## config.mk

```make
export PLATFORM = sky130hd
export DESIGN_NAME = id_hazard_ctrl
export DESIGN_NICKNAME = d
export VERILOG_FILES = /design/src/rtl/id_hazard_ctrl.sv
export SDC_FILE = /design/constraint.sdc
export NUM_CORES = 1
export LEC_CHECK = 0
export BUFFER_PORTS_ARGS = -buffer_cell sky130_fd_sc_hd__buf_4
export CAP_MARGIN = 20
export CELL_PAD_IN_SITES_DETAIL_PLACEMENT = 1
export CELL_PAD_IN_SITES_GLOBAL_PLACEMENT = 1
export CORE_MARGIN = 2
export CORE_UTILIZATION = 34
export DETAILED_ROUTE_END_ITERATION = 16
export GPL_TIMING_DRIVEN = 0
export PLACE_DENSITY_LB_ADDON = 0.1
export SLEW_MARGIN = 20
export SYNTH_ARGS = -nofsm -noshare
export SYNTH_HDL_FRONTEND = slang
export SYNTH_SLANG_ARGS = --single-unit
```

## constraint.sdc

```tcl
create_clock -name clk -period 2.55 [get_ports clk]
set_clock_uncertainty 0.2 [all_clocks]
set_input_delay 0.1275 -clock clk [delete_from_list [all_inputs] [get_ports clk]]
set_output_delay 0.1275 -clock clk [all_outputs]
set_load 0.02 [all_outputs]
```

## src/rtl/id_hazard_ctrl.sv

```systemverilog
// Decode-stage hazard control: load-use / branch-in-ID stall detection, branch operand forwarding, stall counter.
// Zero-latency stall outputs in RUN; a load feeding a branch from EX holds the pipe one extra cycle in HOLD.
module id_hazard_ctrl #(
    parameter int CNT_W = 16
) (
    input  logic             clk,
    input  logic             reset,
    input  logic [5:0]       id_op,
    input  logic [5:0]       id_func,
    input  logic [4:0]       id_rs_field,
    input  logic [4:0]       id_rt_field,
    input  logic [4:0]       ex_rd,
    input  logic             ex_reg_write,
    input  logic             ex_mem_read,
    input  logic [4:0]       mem_rd,
    input  logic             mem_reg_write,
    input  logic             mem_mem_read,
    input  logic             clr_cnt,
    output logic             pc_write,
    output logic             if_id_write,
    output logic             control_sel,
    output logic             forward_c,
    output logic             forward_d,
    output logic             stall,
    output logic [1:0]       hazard_kind,
    output logic [CNT_W-1:0] stall_cycles
);

    typedef enum logic {
        RUN  = 1'b0,
        HOLD = 1'b1
    } state_t;

    localparam logic [1:0] HK_NONE     = 2'd0;
    localparam logic [1:0] HK_LOAD_USE = 2'd1;
    localparam logic [1:0] HK_BR_ALU   = 2'd2;
    localparam logic [1:0] HK_BR_LOAD  = 2'd3;

    state_t           state_q, state_d;
    logic             rem_q, rem_d;
    logic [1:0]       hk_q, hk_d;
    logic [CNT_W-1:0] cnt_q, cnt_d;

    logic       id_branch;
    logic       uses_rs;
    logic       uses_rt;
    logic       ex_match;
    logic       mem_match;
    logic [1:0] hz_kind;
    logic       hz_long;
    logic       stall_int;

    always_comb begin
        id_branch = (id_op == 6'b000100) || (id_op == 6'b000101) ||
                    (id_op == 6'b000110) || (id_op == 6'b000111) ||
                    (id_op == 6'b000001) ||
                    ((id_op == 6'b000000) &&
                     ((id_func == 6'b001000) || (id_func == 6'b001001)));
        uses_rs   = !((id_op == 6'b000010) || (id_op == 6'b000011) ||
                      (id_op == 6'b001111));
        uses_rt   = (id_op == 6'b000000) || (id_op == 6'b000100) ||
                    (id_op == 6'b000101) || (id_op[5:3] == 3'b101);
    end

    // $0 is never a real producer, so a zero destination can not match.
    always_comb begin
        ex_match  = (ex_rd != 5'd0) &&
                    ((uses_rs && (ex_rd == id_rs_field)) ||
                     (uses_rt && (ex_rd == id_rt_field)));
        mem_match = (mem_rd != 5'd0) &&
                    ((uses_rs && (mem_rd == id_rs_field)) ||
                     (uses_rt && (mem_rd == id_rt_field)));
    end

    always_comb begin
        hz_kind = HK_NONE;
        hz_long = 1'b0;
        if (id_branch && ex_mem_read && ex_reg_write && ex_match) begin
            hz_kind = HK_BR_LOAD;
            hz_long = 1'b1;
        end else if (id_branch && ex_reg_write && !ex_mem_read && ex_match) begin
            hz_kind = HK_BR_ALU;
        end else if (id_branch && mem_mem_read && mem_reg_write && mem_match) begin
            hz_kind = HK_BR_LOAD;
        end else if (!id_branch && ex_mem_read && ex_reg_write && ex_match) begin
            hz_kind = HK_LOAD_USE;
        end
    end

    // Reset gates the outputs directly so an in-flight HOLD is released at once.
    always_comb begin
        stall_int   = 1'b0;
        hazard_kind = HK_NONE;
        if (reset) begin
            if (state_q == HOLD) begin
                stall_int   = 1'b1;
                hazard_kind = hk_q;
            end else begin
                stall_int   = (hz_kind != HK_NONE);
                hazard_kind = hz_kind;
            end
        end
        pc_write    = !stall_int;
        if_id_write = !stall_int;
        control_sel = !stall_int;
        stall       = stall_int;
    end

    always_comb begin
        forward_c = reset && id_branch && mem_reg_write && !mem_mem_read &&
                    (mem_rd != 5'd0) && (mem_rd == id_rs_field);
        forward_d = reset && id_branch && uses_rt && mem_reg_write && !mem_mem_read &&
                    (mem_rd != 5'd0) && (mem_rd == id_rt_field);
    end

    always_comb begin
        state_d = state_q;
        rem_d   = rem_q;
        hk_d    = hk_q;
        case (state_q)
            RUN: begin
                if (hz_long) begin
                    state_d = HOLD;
                    rem_d   = 1'b0;
                    hk_d    = hz_kind;
                end
            end
            HOLD: begin
                if (rem_q == 1'b0) begin
                    state_d = RUN;
                end else begin
                    rem_d = rem_q - 1'b1;
                end
            end
            default: state_d = RUN;
        endcase
    end

    always_comb begin
        cnt_d = cnt_q;
        if (clr_cnt) begin
            cnt_d = '0;
        end else if (stall_int && (cnt_q != {CNT_W{1'b1}})) begin
            cnt_d = cnt_q + 1'b1;
        end
    end

    always_ff @(posedge clk or negedge reset) begin
        if (!reset) begin
            state_q <= RUN;
            rem_q   <= 1'b0;
            hk_q    <= HK_NONE;
            cnt_q   <= '0;
        end else begin
            state_q <= state_d;
            rem_q   <= rem_d;
            hk_q    <= hk_d;
            cnt_q   <= cnt_d;
        end
    end

    assign stall_cycles = cnt_q;

endmodule
```

==> impl_metrics.csv <==
group,metric,value,unit
global_route,antenna_found_initial,0,
clock_tree,worstSkewPairLatency,0.25,ns
critical_path,r2r_start,"stall_cycles[5]",
critical_path,cp_slowest_cell,"or4_1",
drt,wl,4.674,mm
power_and_ir_drop,p_leak,0.9226,nW
logic_synthesis,yosysSeqAreaShare,32.48,%
clock_tree,clock-root-buffer,"clkbuf_8",
worst_hold_path,worst_hold_startpoint,"clr_cnt",
finish,layout-drive-gt1-share,34.17,%
clock_tree,path_clk_slew,0.07,ns
placed_design,placed_area,0.001977,mm2
drt,first_pass_iters,4,
drt,drc_errors,0,
timing,relSlewSlack,62.37,%
timing,setup_viol,0,
floorplanning,start_util,36.08,%
clock_tree,cts_tree,"built",
floorplanning,die_x,69.62,um
critical_path,path_cells,"buf_4, or4_1, o21ai_1, nor4_1, a2bb2oi_2, o311ai_4, buf_6, buf_8, mux2i_1, nor2_1",
clock_tree,h-tree-depth,1,
critical_path,reg2reg_slack,0.28,ns
floorplanning,design.die.area,0.004846,mm2
timing,layout_worst_path_cycle_share,95.59,%
logic_synthesis,ys_types,41,
timing,final_max_slew_viol_count,0,
logic_synthesis,yosysTopAreaCell,"dfrtp_1",
logic_synthesis,syn_inst,170,
timing,hold_viol_final,0,
critical_path,worstPathArrival,2.37,ns
critical_path,path_max_fanout,10,
run,maxCapViolCount,0,
logic_synthesis,async_reset_ff_share,100.0,%
logic_synthesis,syn-num-nets,210,
logic_synthesis,synth_enable_flop_cells,0,
clock_tree,cts_buffer_depth,2,
global_route,grt_max_degree,26,
floorplanning,fp-row-count,23,
clock_tree,cts_sinks,19,
placed_design,port_buffers,60,
finish,syn2layout_area_growth,42.22,%
logic_synthesis,ys_top_cells_by_count,"dfrtp_1 (19), xnor2_1 (18), nor2_1 (13), a21oi_1 (12), nand3_1 (12)",
drt,vias_per_cell,5.479,
worst_hold_path,worstHoldPathType,"input pin to register",
logic_synthesis,synthTopCellsByArea,"dfrtp_1 (32%), xnor2_1 (11%), a21oi_1 (4.1%)",
global_route,grt_pass1_vias,1645,
critical_path,critPathCaptureType,"register",
critical_path,path_delay_family,"compound AO/OA/AOI/OAI gates",
power_and_ir_drop,peakVddDrop,0.2014,mV
placed_design,place.gp.congestion,0.7888,
critical_path,path_buf_inv,3,
placed_design,placed_cells,280,
finish,n_antenna_cell,0,
floorplanning,core,0.004058,mm2
floorplanning,die_h,69.62,um
timing,max_clock_freq,410.3,MHz
outcome,status,"completed",
critical_path,required,2.48,ns
logic_synthesis,synth_area,0.001464,mm2
timing,period_needed,2.437,ns
drt,num_vias,1589,
drt,routedWlPerCell,16.12,um
logic_synthesis,ys_ff_latch,19,
finish,design_area,0.002082,mm2
global_route,grt_overflow,0,
logic_synthesis,yosysWarnings,0,
global_route,grt_pass1_wl,7.872,mm
clock_tree,cts_buffers,3,
logic_synthesis,avgSynthCellArea,8.611,um2
timing,fin_tns_setup,0,ns
drt,first_iter_violations,40,
finish,layout.cells.non_filler,290,
logic_synthesis,synth_top_area_share,32.48,%
timing,worst_slew_pin_slew,0.5593,ns
critical_path,worstSetupPathType,"input pin to register",
critical_path,critPathLaunch,"ex_rd[1]",
drt,ant_nets,0,
global_route,grt_usage,19.59,%
finish,fin_nets,281,
logic_synthesis,ys.flop_type,"dfrtp_1",
power_and_ir_drop,power.density,312.8,mW/mm2
critical_path,critPathLaunchType,"input pin",
critical_path,cp_slowest_stage_delay,0.52,ns
logic_synthesis,synth.most_common_cell,"dfrtp_1",
placed_design,dp_hpwl,3.739,mm
floorplanning,ios,63,
power breakdown:
group	total (mW)	leakage (nW)	switching (mW)	internal, mW
Clock	0.210	0.0255	0.101	0.109
Sequential	0.304	0.265	0.000898	0.303
Combinational	0.138	0.632	0.0652	0.0726
Total	0.651	0.923	0.167	0.484
kinds of logic after synthesis:
logic type	after synthesis	synth area share, %
flip-flops	19	32.48
buffers and inverters	12	4.871
XOR/XNOR	21	12.56
multiplexers	3	2.478
AND/OR/NAND/NOR	76	29.23
adder cells (fa/ha/maj)	1	0.8546
AO/OA/AOI/OAI	38	17.52
placed cells by master, fill, tap and decap left out, types with 3 or more instances in the layout:
cell type | Yosys | final
a21oi_1 | 12 | 12
and3_1 | 3 | 3
buf_4 | 2 | 66
clkbuf_8 | 0 | 3
dfrtp_1 | 19 | 19
inv_1 | 6 | 6
nand2_1 | 11 | 11
nand3_1 | 12 | 12
nor2_1 | 13 | 12
nor3_1 | 5 | 5
nor4_1 | 4 | 3
o21ai_0 | 4 | 4
o21ai_1 | 10 | 10
o31ai_1 | 6 | 6
or3_1 | 7 | 7
or4_1 | 7 | 7
xnor2_1 | 18 | 18
xor2_1 | 3 | 3
sequential cells by signal, summed over array words and instances, names as in the netlist:
name	cells
hk_q	2
state_q	1
stall_cycles	16
timing repair:
item | 4_1_cts | 5_1_grt
endpoints found under the setup margin | 0 | 12
gates resized for setup | 0 | 2
hold buffers | 2 | 0
hold endpoints to repair | 20 | 0
setup buffers | 0 | 4
worst register-to-register path: stages, from the launching register on:
cell	delay, ns
dfrtp_1	0.46
and4_1	0.27
nand2_1	0.11
nor2_2	0.21
nand2_1	0.12
o311ai_4	0.15
buf_6	0.22
buf_8	0.15
mux2i_1	0.20
nor2_1	0.05
through the flow:
stage | worst slack (ns) | power [mW] | util [%] | hold WS [ns]
final | 0.1125 | 0.6514 | 51.31 | 0.06184
after global routing | -0.005678 | 0.6875 | 51.31 | 0.07581
after CTS | 0.03594 | 0.6565 | 50.35 | 0.05554
after detailed placement | -0.1986 | 0.4431 | 48.72 | -0.1544
after global placement | -0.1568 | 0.4364 | 48.72 | -0.1556
after floorplan | 0.1038 | 0.3639 | - | -0.3681
final cells by class:
| class | count | area (um2) |
|---|---|---|
| Tap cell | 50 | 62.56 |
| Sequential cell | 19 | 475.5 |
| Inverter | 6 | 22.52 |
| Buffer | 6 | 48.80 |
| Clock buffer | 3 | 41.29 |
| Fill cell | 500 | 1976 |
| Timing Repair Buffer | 66 | 500.5 |
| Multi-Input combinational cell | 139 | 925.9 |
| Clock inverter | 1 | 5.005 |
worst paths after layout:
kind,endpoint,cells after the start
worst max register to register,stall_cycles[1],9
worst max-delay path,stall_cycles[1],10
max in group asynchronous,stall_cycles[14],2
worst min register to register,hk_q[0],1
worst min-delay path,stall_cycles[3],2
min in group asynchronous,stall_cycles[12],2
layer usage:
metal  vias up  track usage [%]  wire (um)
met5         -                0          0
met4         0            1.709         11
met3         2            4.506        217
li1        769                -          -
met2        37            36.22       2461
met1       781            24.01       1983
(Power assumes the default switching activity.)
